### config.mk
export PLATFORM = sky130hd
export DESIGN_NAME = smc_bus_bridge
export DESIGN_NICKNAME = d
export VERILOG_FILES = /design/src/rtl/smc_bus_bridge.sv
export SDC_FILE = /design/constraint.sdc
export NUM_CORES = 1
export LEC_CHECK = 0
export ABC_AREA = 1
export CORE_UTILIZATION = 30
export CTS_CLUSTER_SIZE = 10
export DETAILED_ROUTE_END_ITERATION = 7
export PLACE_DENSITY = 0.63
export SYNTH_ARGS = -nofsm -noshare
export SYNTH_HDL_FRONTEND = slang
export SYNTH_SLANG_ARGS = --single-unit
export TNS_END_PERCENT = 20
### constraint.sdc
create_clock -name clk_i -period 1.94 [get_ports clk_i]
set_input_delay 0.388 -clock clk_i [delete_from_list [all_inputs] [get_ports clk_i]]
set_output_delay 0.388 -clock clk_i [all_outputs]
set_load 0.02 [all_outputs]
### src/rtl/smc_bus_bridge.sv
// SMC bus front end: synchronises the async SMC strobes and turns each access into a one-cycle
// internal request. Optional read timeout is enabled by defining SMC_BRIDGE_TIMEOUT_EN.
module smc_bus_bridge #(
    parameter int unsigned DATA_WIDTH = 16,
    parameter int unsigned ADDR_WIDTH = 25,
    parameter int unsigned TIMEOUT_CYCLES = 64,
    parameter logic [DATA_WIDTH-1:0] TIMEOUT_DATA = DATA_WIDTH'(16'hDEAD)
) (
    input  logic                  clk_i,
    input  logic                  reset_i,
    input  logic                  cs_n_i,
    input  logic                  rd_n_i,
    input  logic                  wr_n_i,
    input  logic [ADDR_WIDTH-1:0] addr_i,
    input  logic [DATA_WIDTH-1:0] data_i,
    output logic [DATA_WIDTH-1:0] data_o,
    output logic                  oe_o,
    output logic                  req_o,
    output logic                  we_o,
    output logic [ADDR_WIDTH-1:0] addr_o,
    output logic [DATA_WIDTH-1:0] wdata_o,
    input  logic                  rvalid_i,
    input  logic [DATA_WIDTH-1:0] rdata_i,
    output logic                  busy_o,
    output logic                  err_o
);

    typedef enum logic [2:0] {
        StIdle,
        StWrReq,
        StRdReq,
        StRdWait,
        StRdDrive,
        StRelease
    } state_e;

    state_e                  state_q, state_d;
    logic [2:0]              cs_sync_q, rd_sync_q, wr_sync_q;
    logic [ADDR_WIDTH-1:0]   addr_q, addr_d;
    logic [DATA_WIDTH-1:0]   wdata_q, wdata_d;
    logic [DATA_WIDTH-1:0]   data_q, data_d;
    logic                    err_q, err_d;
`ifdef SMC_BRIDGE_TIMEOUT_EN
    logic [15:0]             cnt_q, cnt_d;
`endif

    logic cs_act2, rd_act2, wr_act2;
    logic cs_act3, rd_act3, wr_act3;
    logic start, rd_release, any_release;

    // Bit 0 is s1, bit 1 is s2, bit 2 is s3; idle level is 1.
    always_ff @(posedge clk_i) begin
        if (reset_i) begin
            cs_sync_q <= 3'b111;
            rd_sync_q <= 3'b111;
            wr_sync_q <= 3'b111;
        end else begin
            cs_sync_q <= {cs_sync_q[1:0], cs_n_i};
            rd_sync_q <= {rd_sync_q[1:0], rd_n_i};
            wr_sync_q <= {wr_sync_q[1:0], wr_n_i};
        end
    end

    always_comb begin
        cs_act2     = !cs_sync_q[1];
        rd_act2     = !rd_sync_q[1];
        wr_act2     = !wr_sync_q[1];
        cs_act3     = !cs_sync_q[2];
        rd_act3     = !rd_sync_q[2];
        wr_act3     = !wr_sync_q[2];
        start       = cs_act2 && (rd_act2 || wr_act2) && !(cs_act3 && (rd_act3 || wr_act3));
        rd_release  = !cs_act2 || !rd_act2;
        // After a write or a strobe collision, wait until every strobe is gone.
        any_release = !cs_act2 || (!rd_act2 && !wr_act2);
    end

    always_ff @(posedge clk_i) begin
        if (reset_i) begin
            state_q <= StIdle;
            addr_q  <= '0;
            wdata_q <= '0;
            data_q  <= '0;
            err_q   <= 1'b0;
`ifdef SMC_BRIDGE_TIMEOUT_EN
            cnt_q   <= '0;
`endif
        end else begin
            state_q <= state_d;
            addr_q  <= addr_d;
            wdata_q <= wdata_d;
            data_q  <= data_d;
            err_q   <= err_d;
`ifdef SMC_BRIDGE_TIMEOUT_EN
            cnt_q   <= cnt_d;
`endif
        end
    end

    always_comb begin
        state_d = state_q;
        addr_d  = addr_q;
        wdata_d = wdata_q;
        data_d  = data_q;
        err_d   = 1'b0;
`ifdef SMC_BRIDGE_TIMEOUT_EN
        cnt_d   = cnt_q;
`endif
        case (state_q)
            StIdle: begin
                if (start) begin
                    if (rd_act2 && wr_act2) begin
                        err_d   = 1'b1;
                        state_d = StRelease;
                    end else if (wr_act2) begin
                        addr_d  = addr_i;
                        wdata_d = data_i;
                        state_d = StWrReq;
                    end else begin
                        addr_d  = addr_i;
                        state_d = StRdReq;
                    end
                end
            end
            StWrReq: state_d = StRelease;
            StRdReq: begin
                state_d = StRdWait;
`ifdef SMC_BRIDGE_TIMEOUT_EN
                cnt_d   = '0;
`endif
            end
            StRdWait: begin
                // A host that has already let go gets nothing driven back.
                if (rd_release) begin
                    state_d = StIdle;
                end else if (rvalid_i) begin
                    data_d  = rdata_i;
                    state_d = StRdDrive;
`ifdef SMC_BRIDGE_TIMEOUT_EN
                end else if (cnt_q == 16'(TIMEOUT_CYCLES - 1)) begin
                    data_d  = TIMEOUT_DATA;
                    err_d   = 1'b1;
                    state_d = StRdDrive;
                end else begin
                    cnt_d = cnt_q + 16'd1;
`endif
                end
            end
            StRdDrive: begin
                if (rd_release) state_d = StIdle;
            end
            StRelease: begin
                if (any_release) state_d = StIdle;
            end
            default: state_d = StIdle;
        endcase
    end

    assign req_o   = (state_q == StWrReq) || (state_q == StRdReq);
    assign we_o    = (state_q == StWrReq);
    assign oe_o    = (state_q == StRdDrive);
    assign busy_o  = (state_q != StIdle);
    assign err_o   = err_q;
    assign addr_o  = addr_q;
    assign wdata_o = wdata_q;
    assign data_o  = data_q;

endmodule

==> metrics, run 1 <==
#FFs+latches synth=70; Die ar.=0.00952 sq mm; Fmax=0.564 GHz; layout cells sized above 1=14.6%; Initial Util=between 30% and 40%; drt wl/cell=12.4 um; vias per inst=around 4.5; r2r setup slk=0.29 ns; Worst-Skew Late Latency=approximately 0.34 ns; first-pass GRT wire length=~11000 um; Syn Area/Cell=8.31 sq um; clk sinks=70; hold_sp=wr_sync_q[0]; detailed-router iteration count before antenna repair=4; Reg clk slew, reported paths=about 0.080 ns; # rows=34; outcome=finished, final reports clean; root buf cell=clkbuf_8; hold path cells=1; via count=between 2000 and 3000; Period Utilization, post-route=between 90% and 100%; Yosys top cell area share=between 50% and 60%; total gr overflow=0; initial antenna violation count=0; Rel. slew slack=about three quarters; Tmin final=~1.8 ns; Reg-to-Reg End=addr_o[0]; gpl congestion=around 0.80; Slew Limit Fails=0; fin util=approximately 49%; Slew @ Worst Pin=~0.39 ns; met3 track demand over resource=approximately 4.6%; crit path DAT=1.39 ns; fraction of registers with async set/reset=0%; worst setup margin=0.166 ns; post-CTS setup buffer count=0; CTS tree=done; predominant post-synthesis flop cell=dfxtp_1; Post-synth EDFFs=0; Routed WL=about 7000 um; pwr/cell area=882 mW/mm^2; worst reg2reg path depth=8; Hold WC Path Type=flop to flop; clk_skew=0.00832 ns; Setup TNS=0 ns; number of hold violations in the final report=0; DR iter-0 viols=65; Die W=approximately 98 um; All-Layer GR Usage=between 10% and 20%; Max Buffers Root-to-Sink=2; RSZ-0062 raised after global routing=no; met1 usage=18.6%; most frequent cell after synthesis=nor2_1; Syn Nets=roughly 390; Ys Warns=0; Max Cap Viol=0; Finished Cell Area=0.00426 sq mm; maximum VDD drop=roughly 0.72 mV; Final Net Count=517; vias in the first global route=~2300; busiest grt layer=met2; Critical Path Source Type=flop; area grow syn2layout=55.3%; antenna violation net count after detailed routing=0; crit path kind=flop to primary output; WHS Endpoint=wr_sync_q[1]; endpoints failing setup=0; CTS Buf Count=9; R2R Path Start=state_q[0]; met2 GRT Util=between 20% and 30%; register area share after synthesis=between 50 and 60%; Core Area=about 0.0088 sq mm; num ports=around 130; dpl hpwl=slightly below 5000 um; Synth cell types=29; P_leak=between 0.0015 and 0.002 uW; CTS HTree Levels=3; CP endpoint kind=primary output; leading area contributor after synthesis=dfxtp_1; # DRC=0; pin count of the biggest net entering global routing=27; Die Y=around 98 um; Crit Path Max Fanout=4; placed instance area=0.00401 sq mm; Place WS=0.204 ns; Synth Cell Area=0.00274 sq mm; Synth area leaders=dfxtp_1 (51%), nor2_1 (10%), o21ai_0 (5.1%), nor2_2 (5.0%), nand2_1 (4.2%); Post-Syn Instances=330; Synth top cells by count=nor2_1 (74), dfxtp_1 (70), nand2_1 (31); port buffer count=124; Crit path required time=~1.6 ns; CTS Hold Bufs=0; ANT cells=0
==> worst max-delay path: stages, from the launching register on <==
cell and delay [ns]:
dfxtp_1 0.34, nor2_2 0.16, inv_2 0.08, nor2_8 0.08, inv_2 0.06, dlygate4sd2_1 0.32
==> layout make-up <==
| cell class | instances | area, sq um |
|---|---|---|
| Clock buffer | 9 | 124 |
| Clock inverter | 7 | 121 |
| Fill cell | 883 | 4510 |
| Inverter | 19 | 81.3 |
| Multi-Input combinational cell | 224 | 1110 |
| Sequential cell | 70 | 1400 |
| Tap cell | 108 | 135 |
| Timing Repair Buffer | 130 | 1280 |
==> cell families (layout without fill, tap and decap cells) <==
logic type,after synthesis,after routing,synth area share (%)
AO/OA/AOI/OAI,60,60,11.1
flip-flops,70,70,51.1
AND/OR/NAND/NOR,164,164,29.4
buffers and inverters,36,165,8.40
==> state kept, by name, indices dropped and copies added (netlist names) <==
name,cells
addr_o,25
cs_sync_q,3
data_o,16
err_o,1
rd_sync_q,3
state_q,3
wdata_o,16
wr_sync_q,3
==> through the flow <==
step,total power (uW),cells,hold slack [ns]
2_1_floorplan,2110,330,0.389
3_3_place_gp,2390,551,0.392
3_5_place_dp,2400,551,0.396
4_1_cts,3810,567,0.415
5_1_grt,3960,567,0.433
6_report,3750,567,0.414
==> where the power goes <==
group          switching, uW  leakage, uW  internal (uW)
clock                    562     0.000124            860
sequential              42.8     0.000567           1490
combinational            468     0.000961            335
total                   1070      0.00165           2680
==> worst max path at each step <==
stage          cells past startpoint         end        from  slack (ns)
5_1_grt                            5       req_o  state_q[0]       0.006
6_report                           5      busy_o  state_q[0]        0.17
3_3_place_gp                       4       req_o  state_q[2]        0.24
3_5_place_dp                       4       req_o  state_q[2]        0.20
4_1_cts                            5       req_o  state_q[0]        0.13
2_1_floorplan                      6  state_q[0]  state_q[2]        0.67
==> layout by cell type (no fill, tap or decap), types with 2 or more instances in the layout <==
master             n
a21oi_1           16
buf_4              6
bufinv_16          3
clkbuf_8           9
clkdlybuf4s50_1  120
clkinv_4           2
dfxtp_1           69
dlygate4sd2_1      3
inv_1             12
inv_2              4
inv_4              2
inv_6              2
nand2_1           31
nand2_2            2
nand2_4            2
nand3_1            5
nand4_1           16
nor2_1            74
nor2_2            22
nor2_4             2
o21ai_0           28
o21ai_1           14
or2_2              6
==> layer usage <==
metal	vias up	routed length, um
met5	-	0
li1	1321	-
met1	1150	3280
met3	7	390
met2	70	3260
met4	0	75
==> timing repair <==
action                     in CTS  in global routing
setup endpoints to repair       4                  1
resized for setup               5                  1
pin swaps                       0                  0
No activity file was read; power rests on OpenSTA's default activity.
==> run 2, diff against run 1 <==
CELL_PAD_IN_SITES_DETAIL_PLACEMENT = 1   (was unset)
CELL_PAD_IN_SITES_GLOBAL_PLACEMENT = 2   (was unset)
CORE_UTILIZATION = 25   (was 30)
CTS_BUF_LIST = sky130_fd_sc_hd__clkbuf_8   (was unset)
PLACE_DENSITY = 0.89   (was 0.63)
==> run 2 against run 1 <==
Flip-flop and latch count unchanged. Clock power decreased by 29%. Maximum frequency decreased by 2.5%. Count of clock-buffer cells in the layout increased by 1. Sequential share of layout area increased by 0.23 points. Hold slack got worse by 0.00077 ns. Combinational power increased by 2%. First-iteration DRC count increased by 66%. Routed wire length increased by 14%. Cell count increased by 5.3%. Largest power group unchanged.
==> metrics, run 2 (synthesized netlist as in run 1, its figures left out) <==
ANT cells=0; most frequent cells in the layout=clkdlybuf4s50_1 (120), nor2_1 (74), dfxtp_1 (70); Fillers=around 1300; Critical Path Source Type=flop; Tmin final=about 1.8 ns; Core Area=about 0.010 sq mm; total gr overflow=0; CTS Buf Count=9; clk sinks=70; maximum VDD drop=around 0.37 mV; pin count of the biggest net entering global routing=27; critical-path cell list=inv_1, nor2_1, nand2_1, inv_1, dlygate4sd2_1; max FFs per register=25; Die ar.=0.0114 sq mm; root buf cell=clkbuf_8; Max Cap Viol=0; Initial Util=26.2%; drt wl/cell=about 13 um; # rows=37; number of hold violations in the final report=0; DR iter-0 viols=roughly 110; outcome=finished, final reports clean; crit path kind=flop to primary output; Die Y=107 um; layout cells sized above 1=between 10% and 20%; CP most frequent cell=inv_1; hold_sp=rd_sync_q[0]; CP endpoint kind=primary output; Slew Limit Fails=0; vias in the first global route=2757; num ports=between 100 and 150; Reg clk slew, reported paths=roughly 0.070 ns; Inst Count DP=581; # DRC=0; CTS HTree Levels=3; clk_skew=approximately 0.0086 ns; Fmax=0.550 GHz; area grow syn2layout=54.0%; detailed-router iteration count before antenna repair=4; first-pass GRT wire length=approximately 13000 um; initial antenna violation count=0; All-Layer GR Usage=14.4%; dpl hpwl=approximately 5900 um; Setup TNS=0 ns; endpoints failing setup=0; Max Buffers Root-to-Sink=2; antenna violation net count after detailed routing=0; Final Net Count=519; Routed WL=~8000 um; Worst-Skew Late Latency=around 0.34 ns; CTS tree=done; Non-Filler Instances=around 600; port buffer count=roughly 120; pwr/cell area=794 mW/mm^2; commonest non-fill, non-tap cell in the layout=clkdlybuf4s50_1; hold path cells=1; CP peak stage delay=slightly below 0.4 ns; vias per inst=around 4.4; Rel. slew slack=between 70% and 80%; Slew @ Worst Pin=between 0.4 and 0.5 ns; CTS Hold Bufs=0; Period Utilization, post-route=93.8%; R2R Path Start=state_q[0]; Crit path required time=1.55 ns; Crit Path Max Fanout=4; gpl congestion=just under 0.8; Setup crit start=state_q[0]; worst setup margin=between 0.1 and 0.15 ns; P_leak=roughly 0.0016 uW; Place WS=0.164 ns; via count=roughly 2600; RSZ-0062 raised after global routing=no; Hold WC Path Type=flop to flop; worst reg2reg path depth=8; crit path DAT=roughly 1.4 ns; Die W=roughly 110 um; Slowest-stage cell, CP=dfxtp_1
run 2: cell count changes in the layout (fill, tap and decap cells not counted), sizes merged:
| cell | before | now |
|---|---|---|
| buf | 6 | 8 |
| clkinvlp | 0 | 1 |
| bufinv | 3 | 0 |
| inv | 20 | 21 |
| clkdlybuf4s15 | 1 | 0 |
| clkbuf | 9 | 11 |
run 2: final cells by class:
class / instances / area, sq um / share of cell area [%]
clock buffer: 10 / 138 / 3.26
multi-input combinational: 224 / 1110 / 26.3
inverter: 19 / 81.3 / 1.93
sequential: 70 / 1400 / 33.2
tap: 136 / 170 / 4.03
timing repair buffer: 132 / 1290 / 30.6
clock inverter: 6 / 30.0 / 0.711
run 2: what timing repair did:
| item | CTS | global route |
|---|---|---|
| buffers inserted | 0 | 0 |
| cloned | 0 | 0 |
| resized for setup | 4 | 2 |
| pin swaps | 0 | 0 |
| setup endpoints to repair | 4 | 1 |
run 2: layer usage:
layer	global-route usage, %	vias up	share of wire, %
met5	0	-	0
met4	5.87	0	0.85
met3	2.98	4	4.4
met2	24.7	70	49
met1	17.5	1243	46
li1	-	1321	-
run 2: worst paths after layout:
check | slack, ns | endpoint
worst min-delay path | 0.41 | rd_sync_q[1]
worst max register to register | 0.26 | addr_o[18]
worst min register to register | 0.41 | rd_sync_q[1]
worst max-delay path | 0.12 | we_o
run 2: stage by stage:
stage	power [uW]	cell area, sq um	util, %	hold slack [ns]
floorplan	2110	2740	-	0.389
global placement	2420	4060	38.8	0.391
CTS	3420	4230	40.4	0.417
finish	3350	4220	40.4	0.413
detailed placement	2430	4060	38.8	0.400
global route	3570	4220	40.4	0.435
run 2: power breakdown:
part | total (uW) | leakage [uW] | switching, uW | internal, uW
logic | 819 | 0.000971 | 487 | 332
clock network | 1010 | 0.0000944 | 524 | 483
registers | 1530 | 0.000567 | 40.1 | 1490
total | 3350 | 0.00163 | 1050 | 2300
run 2: worst max-delay path: cells and delay by family (launching register included):
kind / cells / cell delay [ns]
flops: 1 / 0.39
buf+inv: 3 / 0.50
simple gates: 2 / 0.21
==> run 3, diff against run 2 <==
CORE_ASPECT_RATIO = 1.25   (was unset)
RECOVER_POWER = 100   (was unset)
==> run 3 against run 2 <==
Cell count fell by 1.0%. Worst setup slack improved by 0.0039 ns. Global-route usage is 0.47 points lower. Clock power rose by 43%. Design area grew 0.68%. Flip-flop and latch count stayed put. Largest cell class unchanged. Routed wire length down 1.5%. First-iteration DRC count fell by 48%.
==> metrics, run 3 (synthesized netlist as in run 1, its figures left out) <==
outcome=finished, final reports clean; end point of the critical path=busy_o; CP endpoint kind=primary output; switching portion of total power=approximately 28%; busiest grt layer=met2; DR iter-0 viols=56; vias in the first global route=roughly 2600; layout cells sized above 1=a little under an eighth; crit path DAT=1.43 ns; hold_sp=wr_sync_q[0]; CTS Buf Count=9; pwr/cell area=roughly 900 mW/mm^2; Final Power=3750 uW; Fillers=between 1000 and 1500; Slew @ Worst Pin=slightly below 1 ns; # rows=42; buffer and inverter count on the worst path=3; CP peak stage delay=around 0.42 ns; R2R Path Start=state_q[1]; via count=between 2000 and 3000; Critical Path Source Type=flop; P_leak=around 0.0018 uW; Reg clk slew, reported paths=0.08 ns; CTS tree=done; combinational power share=a little over a fifth; drt wl/cell=between 10 and 15 um; most frequent cells in the layout=nor2_1 (82), dfxtp_1 (69), clkdlybuf4s50_1 (62); CP top delay family=buffers and inverters; detailed-router iteration count before antenna repair=4; Worst-Skew Late Latency=roughly 0.34 ns; r2r setup slk=0.17 ns; port buffer count=approximately 120; num ports=125; Inst Count DP=between 500 and 600; CTS HTree Levels=3; endpoints failing setup=0; critical path depth in cells=5; post-CTS setup buffer count=0; Final Net Count=between 500 and 600; Hold WC Path Type=flop to flop; Routed WL=7910 um; Max Buffers Root-to-Sink=2; first-pass GRT wire length=around 12000 um; clk_skew=0.00932 ns; RSZ-0062 raised after global routing=no; Internal Pwr Total=approximately 2700 uW; Setup TNS=0 ns; Slew Limit Fails=0; Crit Path Max Fanout=5; fin util=between 40 and 50%; Net Sw Power=1060 uW; initial antenna violation count=0; area grow syn2layout=55.1%; met3 track demand over resource=between 3 and 4%; Slowest-stage cell, CP=dfxtp_1; met1 usage=between 10% and 20%; number of hold violations in the final report=0; ANT cells=0; Die ar.=about 0.011 sq mm; met2 GRT Util=23.8%; pin count of the biggest net entering global routing=27; Initial Util=~26%; gpl congestion=approximately 0.76; commonest non-fill, non-tap cell in the layout=nor2_1; Max Cap Viol=0; # DRC=0; clock group share of total power=38.4%; root buf cell=clkbuf_8; Die Y=roughly 120 um; Die W=~96 um; Rel. slew slack=a little over a third; crit path kind=flop to primary output; Reg-to-Reg End=wdata_o[15]; Fmax=about 0.55 GHz; vias per inst=between 4 and 5; Hold Slack=~0.43 ns; critical-path cell list=nor2_2, inv_1, nor2_8, inv_2, dlygate4sd2_1; All-Layer GR Usage=between 10% and 20%; Seq pwr share=a little over 40%; maximum VDD drop=approximately 0.75 mV; Tmin final=1.82 ns; antenna violation net count after detailed routing=0; Crit path required time=~1.6 ns; dpl hpwl=just under 6000 um; max FFs per register=25; Setup crit start=state_q[1]; Non-Filler Instances=about 590; total gr overflow=0; Period Utilization, post-route=around 94%; clk sinks=70; worst reg2reg path depth=7; Core Area=between 0.01 and 0.015 sq mm
-- run 3: worst min path at each step --
stage	end	slack [ns]	cells past startpoint
after detailed placement	rd_sync_q[1]	0.40	1
after floorplan	cs_sync_q[1]	0.39	1
after CTS	rd_sync_q[1]	0.43	1
final	wr_sync_q[1]	0.43	1
after global routing	rd_sync_q[1]	0.45	1
after global placement	cs_sync_q[1]	0.40	1
-- run 3: power groups by stage --
stage | registers, uW | clock network [uW] | logic, uW
after floorplan | 1580 | 0 | 535
after global placement | 1560 | 0 | 839
after detailed placement | 1570 | 0 | 845
after CTS | 1530 | 1490 | 818
after global routing | 1540 | 1550 | 846
final | 1530 | 1440 | 782
-- run 3: metrics by stage --
stage,worst slack [ns],area (sq um)
after floorplan,0.672,2740
after detailed placement,0.212,4040
after global routing,0.0341,4250
after CTS,0.120,4290
after global placement,0.238,4040
final,0.125,4250
-- run 3: final cells by class --
| cell class | count | area, sq um | area share (%) |
|---|---|---|---|
| Clock inverter | 6 | 109 | 2.56 |
| Sequential cell | 70 | 1400 | 33.0 |
| Clock buffer | 10 | 138 | 3.24 |
| Multi-Input combinational cell | 224 | 1080 | 25.5 |
| Inverter | 19 | 81.3 | 1.91 |
| Tap cell | 132 | 165 | 3.88 |
| Timing Repair Buffer | 130 | 1270 | 30.0 |
-- run 3: metal layers --
| metal | vias to the layer above | wire length, um |
|---|---|---|
| li1 | 1313 | - |
| met1 | 1221 | 3340 |
| met2 | 69 | 3990 |
| met3 | 14 | 384 |
| met4 | 0 | 195 |
| met5 | - | 0 |
-- run 3: repair_timing --
action,4_1_cts,5_1_grt
resized for setup,5,0
hold buffers,0,0
setup endpoints to repair,4,0
